--- src/rtl/clk_divider_prog.sv ---
// Multi-channel programmable clock divider / tick generator with per-channel
// divisor staging. Optional global phase restart under `CLKDIV_SYNC_EN`.
module clk_divider_prog #(
  parameter int unsigned WIDTH       = 32,
  parameter int unsigned NUM_CH      = 4,
  parameter int unsigned CH_AW       = 2,
  parameter int unsigned DEFAULT_DIV = 6000000
) (
  input  logic              clk_in,
  input  logic              rst,
  input  logic [NUM_CH-1:0] en,
`ifdef CLKDIV_SYNC_EN
  input  logic              sync_start,
`endif
  input  logic              cfg_valid,
  output logic              cfg_ready,
  input  logic [CH_AW-1:0]  cfg_ch,
  input  logic [WIDTH-1:0]  cfg_div,
  output logic [NUM_CH-1:0] clk_out,
  output logic [NUM_CH-1:0] tick,
  output logic [NUM_CH-1:0] pending
);

  localparam logic [WIDTH-1:0] DIV_RST = (DEFAULT_DIV < 2) ? WIDTH'(2) : WIDTH'(DEFAULT_DIV);

  logic [NUM_CH-1:0][WIDTH-1:0] cnt, cnt_n;
  logic [NUM_CH-1:0][WIDTH-1:0] div_act, div_act_n;
  logic [NUM_CH-1:0][WIDTH-1:0] div_pend, div_pend_n;
  logic [NUM_CH-1:0]            pend_n, clk_n, tick_n;
  logic                         restart;
  logic                         cfg_fire;

  // Divisors below 2 cannot form a high and a low phase.
  function automatic logic [WIDTH-1:0] sat_div(input logic [WIDTH-1:0] d);
    return (d < WIDTH'(2)) ? WIDTH'(2) : d;
  endfunction

`ifdef CLKDIV_SYNC_EN
  assign restart = sync_start;
`else
  assign restart = 1'b0;
`endif

  // One staging slot per channel; out-of-range channels always accept and drop.
  always_comb begin
    cfg_ready = 1'b1;
    for (int i = 0; i < NUM_CH; i++) begin
      if (cfg_ch == CH_AW'(i) && pending[i]) cfg_ready = 1'b0;
    end
  end

  assign cfg_fire = cfg_valid & cfg_ready;

  always_comb begin
    cnt_n      = cnt;
    div_act_n  = div_act;
    div_pend_n = div_pend;
    pend_n     = pending;
    clk_n      = '0;
    tick_n     = '0;
    for (int i = 0; i < NUM_CH; i++) begin
      // Period boundary (wrap, disable or restart) is the only point a new divisor lands.
      if (restart || !en[i] || (cnt[i] == div_act[i] - WIDTH'(1))) begin
        cnt_n[i] = '0;
        if (pending[i]) begin
          div_act_n[i] = div_pend[i];
          pend_n[i]    = 1'b0;
        end
      end else begin
        cnt_n[i] = cnt[i] + WIDTH'(1);
      end
      if (cfg_fire && (cfg_ch == CH_AW'(i))) begin
        div_pend_n[i] = sat_div(cfg_div);
        pend_n[i]     = 1'b1;
      end
      // Outputs decoded from next-state count so they register glitch-free and in phase.
      if (!restart && en[i]) begin
        clk_n[i]  = (cnt_n[i] >= (div_act_n[i] >> 1));
        tick_n[i] = (cnt_n[i] == div_act_n[i] - WIDTH'(1));
      end
    end
  end

  always_ff @(posedge clk_in) begin
    if (rst) begin
      for (int i = 0; i < NUM_CH; i++) begin
        cnt[i]      <= '0;
        div_act[i]  <= DIV_RST;
        div_pend[i] <= DIV_RST;
      end
      pending <= '0;
      clk_out <= '0;
      tick    <= '0;
    end else begin
      cnt      <= cnt_n;
      div_act  <= div_act_n;
      div_pend <= div_pend_n;
      pending  <= pend_n;
      clk_out  <= clk_n;
      tick     <= tick_n;
    end
  end

endmodule

--- config.mk ---
export PLATFORM = sky130hd
export DESIGN_NAME = clk_divider_prog
export DESIGN_NICKNAME = d
export VERILOG_FILES = /design/src/rtl/clk_divider_prog.sv
export SDC_FILE = /design/constraint.sdc
export NUM_CORES = 1
export LEC_CHECK = 0
export BUFFER_PORTS_ARGS = -buffer_cell sky130_fd_sc_hd__clkbuf_2
export CORE_ASPECT_RATIO = 1.4
export CORE_MARGIN = 2
export CORE_UTILIZATION = 45
export DETAILED_ROUTE_END_ITERATION = 10
export RECOVER_POWER = 100
export SLEW_MARGIN = 20
export SYNTH_ARGS = -nofsm -noshare
export SYNTH_HDL_FRONTEND = slang
export SYNTH_SLANG_ARGS = --single-unit
--- constraint.sdc ---
create_clock -name clk_in -period 7.6 [get_ports clk_in]
set_clock_uncertainty 0.05 [all_clocks]
set_input_delay 1.9 -clock clk_in [delete_from_list [all_inputs] [get_ports clk_in]]
set_output_delay 1.9 -clock clk_in [all_outputs]
set_load 0.05 [all_outputs]
==> After elaboration in Yosys (flattened, before gate mapping) <==
Index checks and enable logic that the tools add are counted.
{ "word_totals": {"elab_cells": 107, "out_inout_bits": 13, "input_bits": 41, "reg_bits": 396} }
{ "classes": {"bitwise_logic": 5, "order_cmp": 5, "n_eq_ne": 11, "mux": 25, "reduce_logical": 25, "addsub": 12} }
{ "ops": {"columns": ["op", "count"], "rows": [
  ["$mux 32", 13],
  ["$eq 32x32->1", 8],
  ["$sub 32x1->32 const B", 8],
  ["$add 32x1->32 const B", 4],
  ["$ge 32x31->1", 4],
  ["$lt 32x2->1 const B", 1],
  ["$mux 1", 12],
  ["$logic_and 1x1->1", 8],
  ["$reduce_bool 2->1", 4],
  ["$reduce_or 2->1", 4],
  ["$eq 2x2->1 const B", 2],
  ["$logic_not 1->1", 4],
  ["$logic_or 1x1->1", 4],
  ["$not 1->1", 4],
  ["$eq 2x1->1 const B", 1],
  ["$logic_not 2->1", 1],
  ["$and 1x1->1", 1]
]} }

==> Longest topological paths before layout <==
{ "logic_depth": {"word_depth": 9, "mapped_depth": 32, "ltp_nobuf": 28} }

==> Worst setup path before layout <==
No wires, ideal clock.
{ "synth_path": {"path_type": "register to register", "start": "register div_act[36] (netlist bit)", "end": "register clk_out[1]", "setup_ns": 0.120, "slack_ns": 0.943, "path_buffers": 8, "synth_period_minus_slack_ns": 6.657, "stages_incl_launch_ff": 33, "arrival_time_ns": 6.488, "t_required_ns": 7.430, "path_cell_list": "dfxtp_1 > clkbuf_1 > or4_1 > clkbuf_1 > nor4b_1 > xnor2_1 > o2111ai_1 > or3_1 > or4_1 > clkbuf_1 > o21a_1 > buf_2 > buf_2 > buf_2 > buf_2 > buf_1 > mux2i_1 > inv_1 > ha_1 > nand2b_1 > a21o_1 > a21o_1 > a21o_1 > a21o_1 > a21o_1 > a21oi_1 > nor2b_1 > o21ai_0 > a21oi_1 > or3_1 > a31oi_1 > o21ai_0 > a211o_1"} }
{ "synth_lines": {"columns": ["element", "line", "rtl"], "rows": [
  ["start: declaration", "27", "logic [NUM_CH-1:0][WIDTH-1:0] div_act, div_act_n;"],
  ["start signal: assignment", "96", "div_act <= div_act_n;"],
  ["end signal: assignment", "99", "clk_out <= clk_n;"],
  ["end: declaration", "19", "output logic [NUM_CH-1:0] clk_out,"]
]} }

==> Final worst setup path <==
{ "layout_path": {"start": "input rst", "end": "register cnt[79] (netlist bit)"} }
{ "layout_lines": {"columns": ["element", "line", "rtl"], "rows": [
  ["start: declaration", "10", "input logic rst,"],
  ["end signal: assignment", "95", "cnt <= cnt_n;"],
  ["end: declaration", "26", "logic [NUM_CH-1:0][WIDTH-1:0] cnt, cnt_n;"]
]} }
No word-level cell between the ends.

==> results.tsv <==
stage	metric	value	unit
clock_tree	post_cts_buffers	0	
critical_path	r2r_slack	0.56	ns
critical_path	r2r-start	div_act[71]	
final_layout	multi_input_area	20900	um2
power_and_ir_drop	p_clk_frac	0.469	
clock_tree	cts-resized-gates	0	
floorplanning	die_area	69100	um2
floorplanning	placementRows	112	
drt	route.vias.total	28838	
clock_tree	cts_made_buffers	43	
critical_path	crit_fanout	105	
power_and_ir_drop	p_int	3.53	mW
floorplanning	coreArea	66400	um2
sta	finalMaxSlewViolations	329	
yosys	netlist_top_cells_count	521 x nor2_1, 411 x nand2_1, 396 x dfxtp_1	
critical_path	regToRegEndpoint	clk_out[2]	
yosys	synthAdderAreaFrac	0.0564	
sta	tightest_slew	3.79	ns
sta	max_clock_freq	137	MHz
power_and_ir_drop	combinationalPowerShare	0.080	
placed_design	pre_cts_ws	0.726	ns
grt	grt_pass1_wl	164000	um
yosys	yosysSeqAreaShare	0.263	
floorplanning	die_h	310	um
floorplanning	die_w	223	um
critical_path	critPathLaunchType	primary input	
sta	setup_viol	0	
clock_tree	cts.sinks	396	
drt	antenna_left	0	
final_layout	nFillCells	6787	
drt	drc_errors	0	
yosys	yosysTopAreaCell	dfxtp_1	
clock_tree	holdBufCountCts	0	
sta	fin_ws	0.294	ns
grt	grt_pass1_vias	27920	
power_and_ir_drop	seqPwrFrac	0.451	
placed_design	dp_hpwl	81000	um
min_path	min_path_cells	2	
sta	finalCritPeriodShare	0.961	
yosys	synthMuxAreaShare	0.0616	
critical_path	reg2reg_depth	22	
clock_tree	clk_pin_slew	0.06	ns
yosys	synth.cell_area	30100	um2
yosys	syn_inst	3975	
min_path	hp-start	div_pend[127]	
status	outcome	complete, but fails checks	
power_and_ir_drop	p_leak	12.7	nW
critical_path	criticalPathCategory	primary input to flop	
drt	drt_iter0_drc	2260	
grt	grt-ovfl-total	0	
placed_design	port_buffers	53	
final_layout	synthToLayoutAreaGrowth	6.63	%
yosys	synth_top_area_frac	0.263	
clock_tree	cts_root_buf	clkbuf_16	
final_layout	regArea	7930	um2
yosys	synthArstFlopShare	0	
sta	timing.slew.headroom	-1.53	
min_path	hold_path_class	flop to flop	
yosys	synth_top_family_by_area	simple AND/OR/NAND/NOR gates	
critical_path	end_kind	flop	
sta	rsz0062_at_grt	false	
yosys	synth-main-ff-cell	dfxtp_1	
power_and_ir_drop	switching_share	0.267	
clock_tree	clkLatencyLatePin	0.61	ns
grt	antenna_found_initial	3	
yosys	ys_seq_elements	396	
critical_path	worst_ep_arrival_time	7.71	ns
status	violations	max-capacitance violations, max-slew violations	
yosys	synth_area_leaders	dfxtp_1 26%, xnor2_1 6.7%, nor2_1 6.5%	
power_and_ir_drop	vdd_drop_max	0.186	mV
floorplanning	initial_core_util	0.454	
yosys	syn_area_per_cell	7.58	um2
yosys	synthXorXnorAreaFrac	0.123	
power_and_ir_drop	power_density	150	nW/um2
clock_tree	cts_tree	built	
yosys	synth_edf_count	0	
yosys	yosysMostFrequentCell	nor2_1	
critical_path	required	8.00	ns
yosys	syn-num-nets	4152	
yosys	synth-simple-area-share	0.316	
yosys	synth_warnings	0	
drt	wl	108000	um
clock_tree	clock_path_buffers	3	
sta	min_period	7.31	ns
min_path	min_to	div_pend[127]	
floorplanning	ios	54	
clock_tree	htreeDepth	2	
grt	grt_usage	0.304	
flow_run	cap_violations	6	
sta	setup_tns	0	ns
grt	grt_start_max_net_pins	106	
yosys	synth_compound_area_frac	0.134	
drt	post_drt_wl_per_cell	22.7	um
final_layout	drive_above_1_share	0.0578	
final_layout	nets	4021	
drt	drt_pass1_iterations	6	
sta	final-hold-violation-count	0	
drt	viasPerCell	6.10	
placed_design	gp_congestion	0.977	
final_layout	antenna_cells	0	
yosys	ys_types	97	
power_and_ir_drop	p_sw	1.29	mW
power groups by stage:
stage	combinational (mW)	clock, mW	sequential [mW]
2_1_floorplan	0.256	0	2.19
3_3_place_gp	0.375	0	2.22
3_5_place_dp	0.376	0	2.22
4_1_cts	0.377	2.31	2.17
5_1_grt	0.413	2.38	2.17
6_report	0.383	2.26	2.17
worst max-delay path by stage:
stage | from | to | slack (ns) | cells after the start
finish | rst | cnt[79] | 0.29 | 4
global route | rst | div_act[96] | 0.05 | 4
CTS | div_act[3] | clk_out[0] | 0.69 | 27
detailed placement | div_act[3] | clk_out[0] | 0.73 | 27
global placement | div_act[22] | clk_out[0] | 0.73 | 26
floorplan | div_act[36] | clk_out[1] | 0.94 | 32
logic make-up (layout without fill, tap and decap cells):
logic type               after synthesis  count (layout)
AO/OA/AOI/OAI                        617             617
adder cells (fa/ha/maj)              136             136
flip-flops                           396             396
AND/OR/NAND/NOR                     1877            1877
multiplexers                         183             183
buffers and inverters                349             248
XOR/XNOR                             417             417
registers in the layout, summed over array words and instances (netlist names):
name	cells
div_act	128
tick	4
pending	4
cnt	128
clk_out	4
div_pend	128
cell type report:
| cell class | count | share of cell area |
|---|---|---|
| Clock buffer | 54 | 0.0376 |
| Tap cell | 855 | 0.0333 |
| Multi-Input combinational cell | 3230 | 0.649 |
| Inverter | 80 | 0.00934 |
| Clock inverter | 21 | 0.00775 |
| Sequential cell | 396 | 0.247 |
| Timing Repair Buffer | 93 | 0.0165 |
metrics by stage:
step	hold WS (ns)	utilization	area (um2)	power [mW]	cells
floorplan	0.386	-	30100	2.44	3975
global placement	0.401	0.463	30800	2.59	4653
detailed placement	0.411	0.464	30800	2.60	4654
CTS	0.419	0.485	32200	4.86	4729
global route	0.448	0.484	32100	4.97	4729
finish	0.418	0.484	32100	4.82	4729
routing by layer:
| metal | part of all wire | GRT usage | up-vias |
|---|---|---|---|
| met2 | 0.48 | 0.537 | 1080 |
| met4 | 0.070 | 0.194 | 6 |
| met3 | 0.059 | 0.0512 | 362 |
| met5 | 0.00036 | 0 | - |
| met1 | 0.39 | 0.340 | 13552 |
| li1 | - | - | 13838 |
cell usage in the layout (no fill, tap or decap), types with 12 or more instances in the layout:
cell type / Yosys / final
clkbuf_16: 0 / 45
nand2b_1: 85 / 85
nor3b_1: 18 / 18
a221oi_1: 12 / 12
a21o_1: 38 / 38
nand4_1: 67 / 67
o211ai_1: 15 / 15
inv_1: 80 / 80
nand3b_1: 64 / 64
xnor2_1: 230 / 230
mux2i_1: 165 / 166
or2_2: 22 / 21
nor4_1: 87 / 87
and2_1: 21 / 20
nor4b_1: 22 / 22
and4_1: 28 / 28
nor2_1: 521 / 520
a211oi_1: 27 / 27
nand2_1: 411 / 411
nor2b_1: 45 / 45
nand4b_1: 12 / 12
or4_1: 49 / 49
o221ai_1: 13 / 13
and3_1: 52 / 51
nand3_1: 118 / 117
o22ai_1: 17 / 17
nor3_1: 161 / 160
clkbuf_2: 2 / 38
dfxtp_1: 396 / 396
clkbuf_1: 198 / 27
mux2_2: 16 / 16
o21ai_0: 99 / 99
or3_1: 55 / 55
a31oi_1: 28 / 28
ha_1: 136 / 136
a21oi_1: 216 / 216
xor2_1: 183 / 183
buf_4: 4 / 28
o31ai_1: 15 / 15
worst max-delay path, cell delays in order:
cell	delay (ns)
clkbuf_2	1.71
clkbuf_1	2.80
buf_2	1.00
nor3_1	0.14
(Power assumes the default switching activity.)
